## config.mk

```make
export PLATFORM = sky130hd
export DESIGN_NAME = sync_fifo_flags
export DESIGN_NICKNAME = d
export VERILOG_FILES = /design/src/rtl/sync_fifo_flags.sv
export SDC_FILE = /design/constraint.sdc
export NUM_CORES = 1
export LEC_CHECK = 0
export ABC_CLOCK_PERIOD_IN_PS = 4400
export CAP_MARGIN = 25
export CORE_MARGIN = 2
export CORE_UTILIZATION = 25
export CTS_BUF_LIST = sky130_fd_sc_hd__clkbuf_2 sky130_fd_sc_hd__clkbuf_4 sky130_fd_sc_hd__clkbuf_8
export DETAILED_ROUTE_END_ITERATION = 12
export GPL_TIMING_DRIVEN = 0
export PLACE_DENSITY = 0.46
export RECOVER_POWER = 25
export SLEW_MARGIN = 20
export SYNTH_ARGS = -nofsm -noshare
export SYNTH_HDL_FRONTEND = slang
export SYNTH_SLANG_ARGS = --single-unit
```

## constraint.sdc

```tcl
create_clock -name clock -period 4.4 [get_ports clock]
set_input_delay 0.44 -clock clock [delete_from_list [all_inputs] [get_ports clock]]
set_output_delay 0.44 -clock clock [all_outputs]
set_load 0.01 [all_outputs]
```

## src/rtl/sync_fifo_flags.sv

```systemverilog
// Single-clock FIFO with level, almost-full/empty thresholds and sticky error flags (SYNC_FIFO_FWFT_EN selects fall-through read).
// Latency: push visible from the next cycle; registered read data one cycle after pop, FWFT head data combinational.
// Backpressure: push rejected while full, pop rejected while empty (both flagged); flush overrides both.
module sync_fifo_flags #(
    parameter int DATA_WIDTH         = 8,
    parameter int ADDRESS_WIDTH      = 4,
    parameter int ALMOST_FULL_LEVEL  = 14,
    parameter int ALMOST_EMPTY_LEVEL = 2
) (
    input  logic                     clock,
    input  logic                     reset,
    input  logic                     flush,
    input  logic [DATA_WIDTH-1:0]    write_data,
    input  logic                     write_increment,
    output logic                     full,
    output logic                     almost_full,
    input  logic                     read_increment,
    output logic [DATA_WIDTH-1:0]    read_data,
    output logic                     read_valid,
    output logic                     empty,
    output logic                     almost_empty,
    output logic [ADDRESS_WIDTH:0]   level,
    output logic                     overflow,
    output logic                     underflow,
    input  logic                     error_clear
);

    localparam int DEPTH = 1 << ADDRESS_WIDTH;
    localparam logic [ADDRESS_WIDTH:0] DEPTH_LVL = (ADDRESS_WIDTH+1)'(DEPTH);
    localparam logic [ADDRESS_WIDTH:0] AF_LVL    = (ADDRESS_WIDTH+1)'(ALMOST_FULL_LEVEL);
    localparam logic [ADDRESS_WIDTH:0] AE_LVL    = (ADDRESS_WIDTH+1)'(ALMOST_EMPTY_LEVEL);

    logic [ADDRESS_WIDTH:0] wr_ptr_q, wr_ptr_d;
    logic [ADDRESS_WIDTH:0] rd_ptr_q, rd_ptr_d;
    logic [ADDRESS_WIDTH:0] level_w;
    logic                   full_w, empty_w;
    logic                   push_acc, pop_acc;
    logic                   overflow_q, overflow_d;
    logic                   underflow_q, underflow_d;
    logic [DATA_WIDTH-1:0]  mem_q [DEPTH];

    // Pointers carry one extra wrap bit so all DEPTH slots are usable.
    always_comb begin
        level_w  = wr_ptr_q - rd_ptr_q;
        full_w   = (level_w == DEPTH_LVL);
        empty_w  = (level_w == '0);
        push_acc = write_increment & ~full_w & ~flush;
        pop_acc  = read_increment & ~empty_w & ~flush;

        wr_ptr_d = wr_ptr_q + {{ADDRESS_WIDTH{1'b0}}, push_acc};
        rd_ptr_d = rd_ptr_q + {{ADDRESS_WIDTH{1'b0}}, pop_acc};
        if (flush) begin
            wr_ptr_d = '0;
            rd_ptr_d = '0;
        end

        // A new error in the same cycle as error_clear keeps the flag set.
        overflow_d  = (overflow_q & ~error_clear)  | (write_increment & full_w & ~flush);
        underflow_d = (underflow_q & ~error_clear) | (read_increment & empty_w & ~flush);
    end

    always_ff @(posedge clock or posedge reset) begin
        if (reset) begin
            wr_ptr_q    <= '0;
            rd_ptr_q    <= '0;
            overflow_q  <= 1'b0;
            underflow_q <= 1'b0;
        end else begin
            wr_ptr_q    <= wr_ptr_d;
            rd_ptr_q    <= rd_ptr_d;
            overflow_q  <= overflow_d;
            underflow_q <= underflow_d;
        end
    end

    // Storage is not reset; validity comes only from the pointers.
    always_ff @(posedge clock) begin
        if (push_acc) begin
            mem_q[wr_ptr_q[ADDRESS_WIDTH-1:0]] <= write_data;
        end
    end

`ifdef SYNC_FIFO_FWFT_EN
    assign read_data  = mem_q[rd_ptr_q[ADDRESS_WIDTH-1:0]];
    assign read_valid = ~empty_w;
`else
    logic [DATA_WIDTH-1:0] rd_data_q, rd_data_d;
    logic                  rd_valid_q, rd_valid_d;

    always_comb begin
        rd_data_d  = rd_data_q;
        rd_valid_d = pop_acc;
        if (pop_acc) begin
            rd_data_d = mem_q[rd_ptr_q[ADDRESS_WIDTH-1:0]];
        end
    end

    always_ff @(posedge clock or posedge reset) begin
        if (reset) begin
            rd_data_q  <= '0;
            rd_valid_q <= 1'b0;
        end else begin
            rd_data_q  <= rd_data_d;
            rd_valid_q <= rd_valid_d;
        end
    end

    assign read_data  = rd_data_q;
    assign read_valid = rd_valid_q;
`endif

    assign level        = level_w;
    assign full         = full_w;
    assign empty        = empty_w;
    assign almost_full  = (level_w >= AF_LVL);
    assign almost_empty = (level_w <= AE_LVL);
    assign overflow     = overflow_q;
    assign underflow    = underflow_q;

endmodule
```

# --- After elaboration in Yosys (flattened, before gate mapping) ---
# Memory sizes are Yosys's and may differ from the RTL's. A register that Yosys moved wholly into a read port is not among the register bits.
# Index checks and enable logic that the tools add are counted.
word_totals:
  ff_bits: 13
  ramBits: 128
  memories: 1
classes:
  add_sub_neg: 3
  order_cmp: 2
  n_eq_ne: 1
  n_mux: 4
  bitwise: 16
  n_reduce_logical: 1
mem_list:
  columns: ["memory", "words", "word_bits", "read_ports", "rd_clocked_by_memory_dff", "wr", "line", "rtl"]
  rows:
  - ["mem_q", 16, 8, 1, 1, 1, "40", "logic [DATA_WIDTH-1:0] mem_q [DEPTH];"]
op_table:
  columns: ["cell", "count"]
  rows:
  - ["5-bit by 1-bit adder with 5-bit output", 2]
  - ["1-bit bitwise AND", 10]
  - ["5-bit two-way mux", 2]
  - ["5-bit == test (second input constant)", 1]
  - ["5-bit by 4-bit greater-or-equal comparator with 1-bit output (second input constant)", 1]
  - ["5-bit by 2-bit <= comparator with 1-bit output (second input constant)", 1]
  - ["5-bit logical NOT", 1]
  - ["5-bit subtractor", 1]
  - ["1-bit inverter", 4]
  - ["1-bit two-way mux", 2]
  - ["1-bit OR", 2]

# --- Longest topological paths before layout ---
depth:
  ltp_word: 7
  mapped_depth: 15

# --- Worst setup path after synthesis ---
# OpenSTA, ideal clock, no wires.
synth_path:
  path_kind: "flip-flop to flip-flop"
  start: "register rd_ptr_q[2]"
  end: "memory mem_q[1][0], enable pin"
  setup_time_ps: 395
  arrival_ps: 3253
  required_time_ps: 4005
  path_slack_ps: 753
  path_stages_with_launch: 10
  cell_sequence: "dfrtp_1 > clkbuf_1 > clkbuf_1 > inv_1 > ha_1 > a21oi_1 > nand2_1 > xor2_1 > o41ai_2 > nor4_1"
synth_between:
  elab_chain_cells: 7
synth_lines:
  columns: ["item", "line", "rtl"]
  rows:
  - ["start: declaration", "34", "logic [ADDRESS_WIDTH:0] rd_ptr_q, rd_ptr_d;"]
  - ["start signal: assignment", "70", "rd_ptr_q <= rd_ptr_d;"]
  - ["5-bit subtractor", "44", "level_w = wr_ptr_q - rd_ptr_q;"]
  - ["named net level[3]", "22", "output logic [ADDRESS_WIDTH:0] level,"]
  - ["5-bit == test", "45", "full_w = (level_w == DEPTH_LVL);"]
  - ["1-bit inverter", "47", "push_acc = write_increment & ~full_w & ~flush;"]
  - ["1-bit bitwise AND (2 in series)", "47", null]
  - ["1-bit two-way mux", "78", "if (push_acc) begin"]
  - ["1-bit two-way mux (not written as such)", "79", "mem_q[wr_ptr_q[ADDRESS_WIDTH-1:0]] <= write_data;"]
  - ["end: declaration", "40", null]
# The timed path passes the listed nets, and every way through them passes these cells.

# --- Final worst setup path ---
layout_path:
  start: "register rd_ptr_q[2]"
  end: "output empty"
layout_between:
  elab_chain_cells: 2
layout_lines:
  columns: ["item", "line", "rtl"]
  rows:
  - ["5-bit subtractor", "44", null]
  - ["5-bit logical NOT", "46", "empty_w = (level_w == '0);"]
  - ["end: declaration", "20", "output logic empty,"]
# Every way passes these cells.

==> flow_summary.ini <==
[yosys]
ys_warn_count = 0
syn_area_mm2 = 0.00598
netlist.top_cell.by_area = edfxtp_1
synth-edff-count = 128
synth_fp_nets = 338
synth_seq_cells = 149
synthFlopType = edfxtp_1
ys_top_cells_by_area = edfxtp_1 (64%), mux4_2 (12%), dfrtp_1 (8.8%), a22oi_1 (2.0%), ha_1 (1.7%)
synth.yosys.seq_area_share = 0.730
syn_inst = 315
synthDistinctLibCells = 29
yosysTopAreaCellShare = 0.643
postSynthAreaPerCell_um2 = 19.0
synthTopCellsByCount = edfxtp_1 (128), mux4_2 (32), dfrtp_1 (21), a22oi_1 (16), nand2_1 (14)
async_reset_ff_frac = 0.141
synth.most_common_cell = edfxtp_1

[detailed_routing]
firstDrtPassIters = 4
route.detailed.drc = 0
vias = 3079
ant_nets = 0
wl_per_cell_um = 18.9
routed_wl_um = 13500
vias_per_cell = 4.30
first_iter_violations = 265

[sta]
setup_viol = 0
slew_viol_final = 0
tns_ps = 0
tightest_slew_ps = 815
period_needed_ps = 4070
skew_ps = 10.4
finalHoldViolations = 0
min_period_over_period = 0.926
maxSlewHeadroom = 0.453
rsz0062_at_grt = false
fmax_ghz = 0.245

[floorplanning]
fp.dieH_um = 159
initial_utilization = 0.255
num_rows = 56
die_w_um = 159
io_pins = 34
die-area_mm2 = 0.0252
core_mm2 = 0.0235

[setup_path]
critPathLaunchType = flip-flop
cp_max_fo = 10
path_class = reg -> out
end_kind = output port
worstPathArrival_ps = 3630
crit_required_ps = 3960
rrSetupSlack_ps = 390

[clock_network]
clock_path_buffers = 2
cts_buffers = 17
clock-sinks = 149
cts_root_buf = clkbuf_8
clk_pin_slew_ps = 80
insertion_delay_ps = 450
htreeDepth = 4
cts_tree = built

[global_route]
grt_antenna_before_repair = 0
grt_max_degree = 22
gr-usage-all-layers = 0.116
grt_pass1_wl_um = 20400
first_global_vias = 3286
grt-ovfl-total = 0

[pwr]
powerDensity_mw_per_mm2 = 469
power.switching_w = 0.000913
ir_drop_uv = 165
p_clk_frac = 0.318
p_leak_nw = 2.41
sequentialPowerShare = 0.475
p_sw_frac = 0.265
internal_power_w = 0.00253
combPwrFrac = 0.208

[min_path]
hold_class = reg -> reg

[finish]
drive_gt1_frac = 0.287
syn_to_final_growth_pct = 22.8
nets = 407
final_util = 0.313
fillers = 2291
diodes = 0

[placement]
dp_hpwl_um = 9200
gp_congestion = 0.749
portBuffers = 33

[status]
status = finished, final reports clean

[flow_run]
max_cap_violations = 0
-- registers in the layout, summed over array words and instances, names as in the netlist --
register	flops
mem_q	128
read_data	8
wr_ptr_q	5
overflow	1
underflow	1
rd_ptr_q	5
read_valid	1
-- power by group through the flow --
stage,registers [W],logic (W),clock network [W]
global placement,0.00166,0.000700,0
finish,0.00163,0.000715,0.00109
detailed placement,0.00167,0.000714,0
CTS,0.00164,0.000723,0.00113
floorplan,0.00168,0.000368,0
global route,0.00164,0.000781,0.00119
-- metal layers --
metal,up-vias,track usage,wire length (um)
li1,1400,-,-
met1,1586,0.151,6250
met2,79,0.187,6410
met3,14,0.0253,634
met4,0,0.0480,251
met5,-,0,0
-- worst max-delay path: stages (launching register included) --
cell,delay (ps)
dfrtp_1,610
clkbuf_2,380
inv_1,80
ha_1,350
nand2b_1,80
a21oi_2,130
xor2_1,370
inv_2,140
nor4_1,420
clkdlybuf4s50_1,620
-- logic make-up after synthesis --
| logic type | count (synthesis) | share of synthesized area |
|---|---|---|
| AOI/OAI and AO/OA | 24 | 0.0356 |
| xor gates and xnor gates | 10 | 0.0146 |
| adders and majority gates | 9 | 0.0201 |
| buffers and inverters | 24 | 0.0157 |
| DFF | 149 | 0.730 |
| muxes | 40 | 0.136 |
| and+or+nand+nor | 59 | 0.0481 |
-- final cells by class --
type | count | area, um2 | area share
multi-input combinational | 142 | 1610 | 0.220
buffer | 11 | 46.3 | 0.00630
inverter | 12 | 45.0 | 0.00613
timing repair buffer | 51 | 458 | 0.0623
sequential | 149 | 4370 | 0.595
clock buffer | 18 | 241 | 0.0329
tap | 319 | 399 | 0.0543
clock inverter | 14 | 174 | 0.0237
-- through the flow --
stage / instance area, um2 / power [W] / hold slack [ps] / std cells / setup WS, ps
2_1_floorplan: 5980 / 0.00205 / 417 / 315 / 753
3_3_place_gp: 6710 / 0.00236 / 492 / 667 / -736
3_5_place_dp: 6880 / 0.00238 / 499 / 680 / -565
4_1_cts: 7310 / 0.00349 / 470 / 712 / 44.2
5_1_grt: 7350 / 0.00361 / 527 / 716 / 4.43
6_report: 7350 / 0.00344 / 510 / 716 / 326
-- worst paths after layout --
kind	depth (start not counted)	endpoint	start
setup / recovery	9	empty	rd_ptr_q[2]$_DFF_PP0_
max in group asynchronous	2	read_data[4]$_DFFE_PP0N_	reset
setup reg to reg	14	wr_ptr_q[4]$_DFF_PP0_	rd_ptr_q[2]$_DFF_PP0_
hold / removal	1	read_data[2]$_DFFE_PP0N_	read_data[2]$_DFFE_PP0N_
hold reg to reg	1	read_data[2]$_DFFE_PP0N_	read_data[2]$_DFFE_PP0N_
min in group asynchronous	2	rd_ptr_q[4]$_DFF_PP0_	reset
-- cell usage in the layout (no fill, tap or decap), drive strengths merged, types with 2 or more instances in the layout --
cell type	count
inv	16
a21oi	2
nand3	4
xor2	6
o41ai	2
xnor2	4
bufinv	3
clkdlybuf4s50	26
a22o	2
edfxtp	128
clkinv	3
nor3	9
dfrtp	21
nand2b	3
clkinvlp	4
nor4	8
mux4	32
nor2	13
a22oi	16
mux2	8
buf	21
dlygate4sd3	7
ha	8
nor2b	6
clkbuf	26
nand2	14
-- timing repair --
item	4_1_cts	5_1_grt
resized for setup	2	0
pin swaps	1	1
setup endpoints to repair	79	40
hold buffers	0	0
setup buffers	0	5
No activity file was read; power rests on OpenSTA's default activity.
